**src/rtl/hyper_arb.sv**
```systemverilog
// hyper_arb: round-robin arbiter/sequencer sharing one hyper_xface between two masters.
// Optional watchdog abort of stuck transactions: define HYPER_ARB_WATCHDOG_EN.
module hyper_arb #(
  parameter int WDOG_CYCLES = 4096,
  parameter int START_TMO   = 16
) (
  input  logic        clk,
  input  logic        reset,
  input  logic        m0_req,
  input  logic        m0_we,
  input  logic        m0_mem_or_reg,
  input  logic [3:0]  m0_byte_en,
  input  logic [21:0] m0_num_dwords,
  input  logic [31:0] m0_addr,
  input  logic [31:0] m0_wr_d,
  output logic        m0_gnt,
  output logic [31:0] m0_rd_d,
  output logic        m0_rd_rdy,
  output logic        m0_burst_wr_rdy,
  output logic        m0_done,
  output logic        m0_err,
  input  logic        m1_req,
  input  logic        m1_we,
  input  logic        m1_mem_or_reg,
  input  logic [3:0]  m1_byte_en,
  input  logic [21:0] m1_num_dwords,
  input  logic [31:0] m1_addr,
  input  logic [31:0] m1_wr_d,
  output logic        m1_gnt,
  output logic [31:0] m1_rd_d,
  output logic        m1_rd_rdy,
  output logic        m1_burst_wr_rdy,
  output logic        m1_done,
  output logic        m1_err,
  output logic        rd_req,
  output logic        wr_req,
  output logic        mem_or_reg,
  output logic [3:0]  wr_byte_en,
  output logic [21:0] rd_num_dwords,
  output logic [31:0] addr,
  output logic [31:0] wr_d,
  input  logic [31:0] rd_d,
  input  logic        rd_rdy,
  input  logic        busy,
  input  logic        burst_wr_rdy
);

  typedef enum logic [2:0] {
    S_IDLE,
    S_ISSUE,
    S_WAIT_START,
    S_WAIT_DONE,
    S_DONE
  } state_t;

  localparam logic [31:0] ST_LAST = 32'(START_TMO - 1);

  state_t      state;
  logic        owner;
  logic        last_grant;
  logic        pick;
  logic        any_req;
  logic        active;
  logic        wd_trip;
  logic [31:0] st_cnt;

  assign any_req = m0_req | m1_req;
  // Tie goes to whoever did not win last time.
  assign pick    = (m0_req & m1_req) ? ~last_grant : m1_req;
  assign active  = (state != S_IDLE);

  assign m0_rd_d         = (active && !owner) ? rd_d : '0;
  assign m1_rd_d         = (active &&  owner) ? rd_d : '0;
  assign m0_rd_rdy       = active & ~owner & rd_rdy;
  assign m1_rd_rdy       = active &  owner & rd_rdy;
  assign m0_burst_wr_rdy = active & ~owner & burst_wr_rdy;
  assign m1_burst_wr_rdy = active &  owner & burst_wr_rdy;
  assign wr_d            = !active ? '0 : (owner ? m1_wr_d : m0_wr_d);

`ifdef HYPER_ARB_WATCHDOG_EN
  localparam logic [31:0] WD_LAST = 32'(WDOG_CYCLES - 1);

  logic [31:0] wd_cnt;
  logic        wd_flag;
  logic        err0_q;
  logic        err1_q;

  assign wd_trip = (wd_cnt == WD_LAST);
  assign m0_err  = err0_q;
  assign m1_err  = err1_q;

  always_ff @(posedge clk) begin
    if (reset) begin
      wd_cnt  <= '0;
      wd_flag <= 1'b0;
      err0_q  <= 1'b0;
      err1_q  <= 1'b0;
    end else begin
      if (state == S_ISSUE || (state == S_WAIT_START && busy))
        wd_cnt <= '0;
      else if (state == S_WAIT_START || state == S_WAIT_DONE)
        wd_cnt <= wd_cnt + 32'd1;
      if (state == S_WAIT_DONE && busy && wd_trip) begin
        err0_q  <= ~owner;
        err1_q  <= owner;
        wd_flag <= 1'b1;
      end else begin
        err0_q <= 1'b0;
        err1_q <= 1'b0;
      end
    end
  end
`else
  assign wd_trip = 1'b0;
  assign m0_err  = 1'b0;
  assign m1_err  = 1'b0;
`endif

  always_ff @(posedge clk) begin
    if (reset) begin
      state         <= S_IDLE;
      owner         <= 1'b0;
      last_grant    <= 1'b1;
      st_cnt        <= '0;
      m0_gnt        <= 1'b0;
      m1_gnt        <= 1'b0;
      rd_req        <= 1'b0;
      wr_req        <= 1'b0;
      m0_done       <= 1'b0;
      m1_done       <= 1'b0;
      mem_or_reg    <= 1'b0;
      wr_byte_en    <= '0;
      rd_num_dwords <= '0;
      addr          <= '0;
    end else begin
      m0_gnt  <= 1'b0;
      m1_gnt  <= 1'b0;
      rd_req  <= 1'b0;
      wr_req  <= 1'b0;
      m0_done <= 1'b0;
      m1_done <= 1'b0;
      unique case (state)
        S_IDLE: begin
          if (!busy && any_req) begin
            state         <= S_ISSUE;
            owner         <= pick;
            m0_gnt        <= ~pick;
            m1_gnt        <= pick;
            wr_req        <= pick ? m1_we : m0_we;
            rd_req        <= pick ? ~m1_we : ~m0_we;
            mem_or_reg    <= pick ? m1_mem_or_reg : m0_mem_or_reg;
            wr_byte_en    <= pick ? m1_byte_en : m0_byte_en;
            rd_num_dwords <= pick ? m1_num_dwords : m0_num_dwords;
            addr          <= pick ? m1_addr : m0_addr;
          end
        end
        S_ISSUE: begin
          last_grant <= owner;
          st_cnt     <= '0;
          state      <= S_WAIT_START;
        end
        S_WAIT_START: begin
          st_cnt <= st_cnt + 32'd1;
          if (busy) begin
            state <= S_WAIT_DONE;
          end else if (st_cnt == ST_LAST) begin
            // controller finished before we could see busy
            state   <= S_DONE;
            m0_done <= ~owner;
            m1_done <= owner;
          end
        end
        S_WAIT_DONE: begin
          if (!busy || wd_trip) begin
            state   <= S_DONE;
            m0_done <= ~owner;
            m1_done <= owner;
          end
        end
        S_DONE: begin
          state         <= S_IDLE;
          mem_or_reg    <= 1'b0;
          wr_byte_en    <= '0;
          rd_num_dwords <= '0;
          addr          <= '0;
        end
        default: state <= S_IDLE;
      endcase
    end
  end

endmodule

```
**config.mk**
```make
export PLATFORM = sky130hd
export DESIGN_NAME = hyper_arb
export DESIGN_NICKNAME = d
export VERILOG_FILES = /design/src/rtl/hyper_arb.sv
export SDC_FILE = /design/constraint.sdc
export NUM_CORES = 1
export LEC_CHECK = 0
export CAP_MARGIN = 0
export CORE_AREA = 2 2 154 156
export CTS_CLUSTER_DIAMETER = 50
export DETAILED_ROUTE_END_ITERATION = 8
export DIE_AREA = 0 0 156 158
export PLACE_DENSITY = 0.63
export SLEW_MARGIN = 20
export SYNTH_ARGS = -nofsm -noshare
export SYNTH_HDL_FRONTEND = slang
export SYNTH_SLANG_ARGS = --single-unit
```
**constraint.sdc**
```tcl
create_clock -name clk -period 2 [get_ports clk]
set_input_delay 0.2 -clock clk [delete_from_list [all_inputs] [get_ports clk]]
set_output_delay 0.2 -clock clk [all_outputs]
set_load 0.005 [all_outputs]
```
==> qor.txt <==
outcome = complete, but fails checks
violated checks = setup timing
Net count, final = 1,310
hold path startpoint = reset
Via-to-Cell Ratio = 4.84
final instance area = 10,900 µm²
library cells used by synthesis = 48
Hold WC Path Type = in -> reg
Critical Path Fanout Max = 13
Primary FF master, synth = dfxtp_1
Die W = 156 µm
Die Ht = 158 µm
switching part of the total = 29.6%
Clk Latency, worst-skew pair = 0.35 ns
Ys Warns = 0
layout cells sized above 1 = 19.7%
Final GP Congestion = 0.849
total wire length = 27.2 mm
part of the power in combinational logic = 38.0%
H-Tree Depth = 3
dpl hpwl = 21.1 mm
register clock-pin slew on the reported worst setup and hold paths = 0.08 ns
largest net degree at the start of global routing = 66
Hold Path Sink = st_cnt[0]
# hold bufs at CTS = 0
initial antenna violation count = 0
DR WL/cell = 19.7 µm
Hold Fails Final Rpt = 0
share of the synthesized area in the top cell type = 35.2%
Max Root-Sink Buffers = 2
Worst EP required = 1.80 ns
critical path class = reg -> out
CTS Sinks = 102
Clk pwr share = 27.4%
CTS buffer count = 9
Worst Setup End Kind = output pin
area grow syn2layout = 88.6%
ranking of synthesized cells by area = dfxtp_1 35%, mux2_2 12%, a22oi_1 7.9%
Seq pwr share = 34.6%
setup tns final = -0.369 ns
max_slew headroom = 64.3%
Fmax = 478 MHz
Avg Inst Size Synth = 8.46 µm²
fin crit period = 2.09 ns
Least-Margin Pin Slew = 0.528 ns
Async SR Flop Fraction = 0%
number of global-route vias before repair = 6,484
initial drt markers = 370
P_leak = 4.83 nW
Final WS setup = -0.0925 ns
IO Count = 390
Initial Util = 25.2%
Power Total = 6.39 mW
switching power = 1.89 mW
placement-stage cell area = 10,300 µm²
Post-synth EDFFs = 0
Pins Over Slew Limit = 0
area leader, netlist = dfxtp_1
# Max-Cap Violations = 0
RSZ-0062 raised after global routing = true
fillers = 2,194
core area = 23,100 µm²
CP arrival = 1.89 ns
Pwr per Cell Area = 584 nW/µm²
Hold Path Depth = 2
reg-to-reg setup timing slack = 0.12 ns
gr usage total = 20.9%
Layout Skew = 0.00620 ns
CTS tree = yes
Int Pwr = 4.50 mW
Final setup viols = 5
sequential area share after synthesis = 35.2%
ANT nets after route = 0
final core occ = 47.5%
CTS Root Cell = clkbuf_16
via count = 6,692
std cell rows = 56
Worst Reg2Reg Path Length in Cells = 4
full die area = 24,600 µm²
Gate Count Post-Synth = 686
drt pass-1 iters = 4
reg2reg end = st_cnt[21]
maximum VDD drop = 0.456 mV
synthesized area = 5800 µm²
r2r startpoint = st_cnt[11]
first-pass GRT wire length = 39.3 mm
FF+latch count, synth = 102
total congestion overflow = 0
Port Buffers = 387
Critical Path Start Type = register
DRC viols = 0
Regs by FF count = addr (32), st_cnt (32), rd_num_dwords (22)
crit share post-route = 105%
power groups by stage:
stage | combinational [mW] | sequential [mW] | clock (mW)
after detailed placement | 2.26 | 2.26 | 0
final | 2.43 | 2.21 | 1.75
after global placement | 2.26 | 2.26 | 0
after floorplan | 0.785 | 2.25 | 0
after global routing | 2.59 | 2.23 | 1.88
after CTS | 2.36 | 2.22 | 1.81
layer usage:
metal / global-route usage [%] / part of all wire (%) / vias to the layer above
met4: 8.78 / 3.0 / 0
met2: 34.5 / 50 / 214
met1: 25.7 / 40 / 3172
met3: 5.64 / 7.3 / 38
li1: - / - / 3268
met5: 0 / 0 / -
critical path: stages (launching register included):
cell,delay (ns)
dfxtp_2,0.40
buf_12,0.17
mux2i_2,0.26
nor2_1,0.07
buf_4,0.15
clkdlybuf4s50_1,0.49
cells in the mapped netlist, types with 2 or more instances:
cell type	count
dfxtp_1	102
nor2_1	101
a22oi_1	61
mux2_2	61
clkbuf_1	48
mux2i_1	45
and3_1	38
and2_1	37
nand2_1	34
a21oi_1	21
or2_2	14
nor4_1	13
o311ai_0	9
nand3_1	8
or4_1	8
buf_1	7
inv_1	7
buf_2	6
nor3_1	6
o21ai_0	6
or3_1	6
nand4_1	5
nor3b_1	5
o211ai_1	4
o41ai_1	4
nand3b_1	3
a21boi_0	2
and4_1	2
buf_4	2
nand2b_1	2
nor4b_1	2
layout by cell type (no fill, tap or decap), drive strengths merged, types with 2 or more instances in the layout:
cell type | netlist | final
dlygate4sd2 | 0 | 9
o211ai | 4 | 4
o311ai | 9 | 9
or2 | 14 | 14
or3 | 6 | 6
nor3 | 6 | 6
buf | 16 | 72
and2 | 37 | 37
dlymetal6s2s | 0 | 41
clkbuf | 48 | 30
o41ai | 4 | 4
nand3 | 8 | 8
nor3b | 6 | 6
inv | 7 | 12
clkdlybuf4s50 | 0 | 291
clkdlybuf4s15 | 0 | 19
dfxtp | 102 | 102
nand2 | 35 | 35
mux2 | 61 | 61
nor4b | 2 | 2
nand3b | 3 | 3
and3 | 38 | 38
and4 | 2 | 2
nand2b | 2 | 2
nand4 | 5 | 5
conb | 1 | 2
or4 | 9 | 9
a21oi | 21 | 21
nor4 | 13 | 13
nor2 | 101 | 101
a22oi | 61 | 61
o21ai | 7 | 7
a21boi | 2 | 2
mux2i | 45 | 45
how the worst max path moves through the flow:
stage,startpoint,end
6_report,owner,wr_d[25]
5_1_grt,owner,m0_burst_wr_rdy
4_1_cts,state[0],wr_d[1]
3_5_place_dp,m1_req,addr[13]
3_3_place_gp,m1_req,addr[3]
2_1_floorplan,st_cnt[10],st_cnt[19]
stage by stage:
stage / instances / hold slack (ns) / worst slack, ns
floorplan: 687 / 0.383 / 0.220
global placement: 1347 / 0.462 / 0.0464
detailed placement: 1347 / 0.474 / 0.0124
CTS: 1373 / 0.258 / -0.120
global route: 1381 / 0.291 / -0.166
finish: 1382 / 0.264 / -0.0925
area by class of cell:
type | instances | area (µm²) | share of cell area, %
multi-input combinational | 514 | 3580 | 32.7
clock buffer | 10 | 239 | 2.18
clock inverter | 6 | 51.3 | 0.469
antenna | 1 | 2.50 | 0.0229
timing repair buffer | 452 | 4630 | 42.3
sequential | 102 | 2050 | 18.8
inverter | 7 | 26.3 | 0.240
tap | 290 | 363 | 3.32
repair_timing:
action,in CTS,in global routing
buffers inserted,8,5
pin swaps,2,2
gates cloned,2,3
endpoints found under the setup margin,95,63
resized for setup,98,95
cell families after synthesis:
group	after synthesis	synth area share, %
and+or+nand+nor	290	25.9
AOI/OAI and AO/OA	115	14.0
muxes	106	19.6
DFF	102	35.2
buffers and inverters	71	4.98
adders and majority gates	1	0.216
other	1	0.0646
Note: power is estimated with default switching activity, not from simulation.
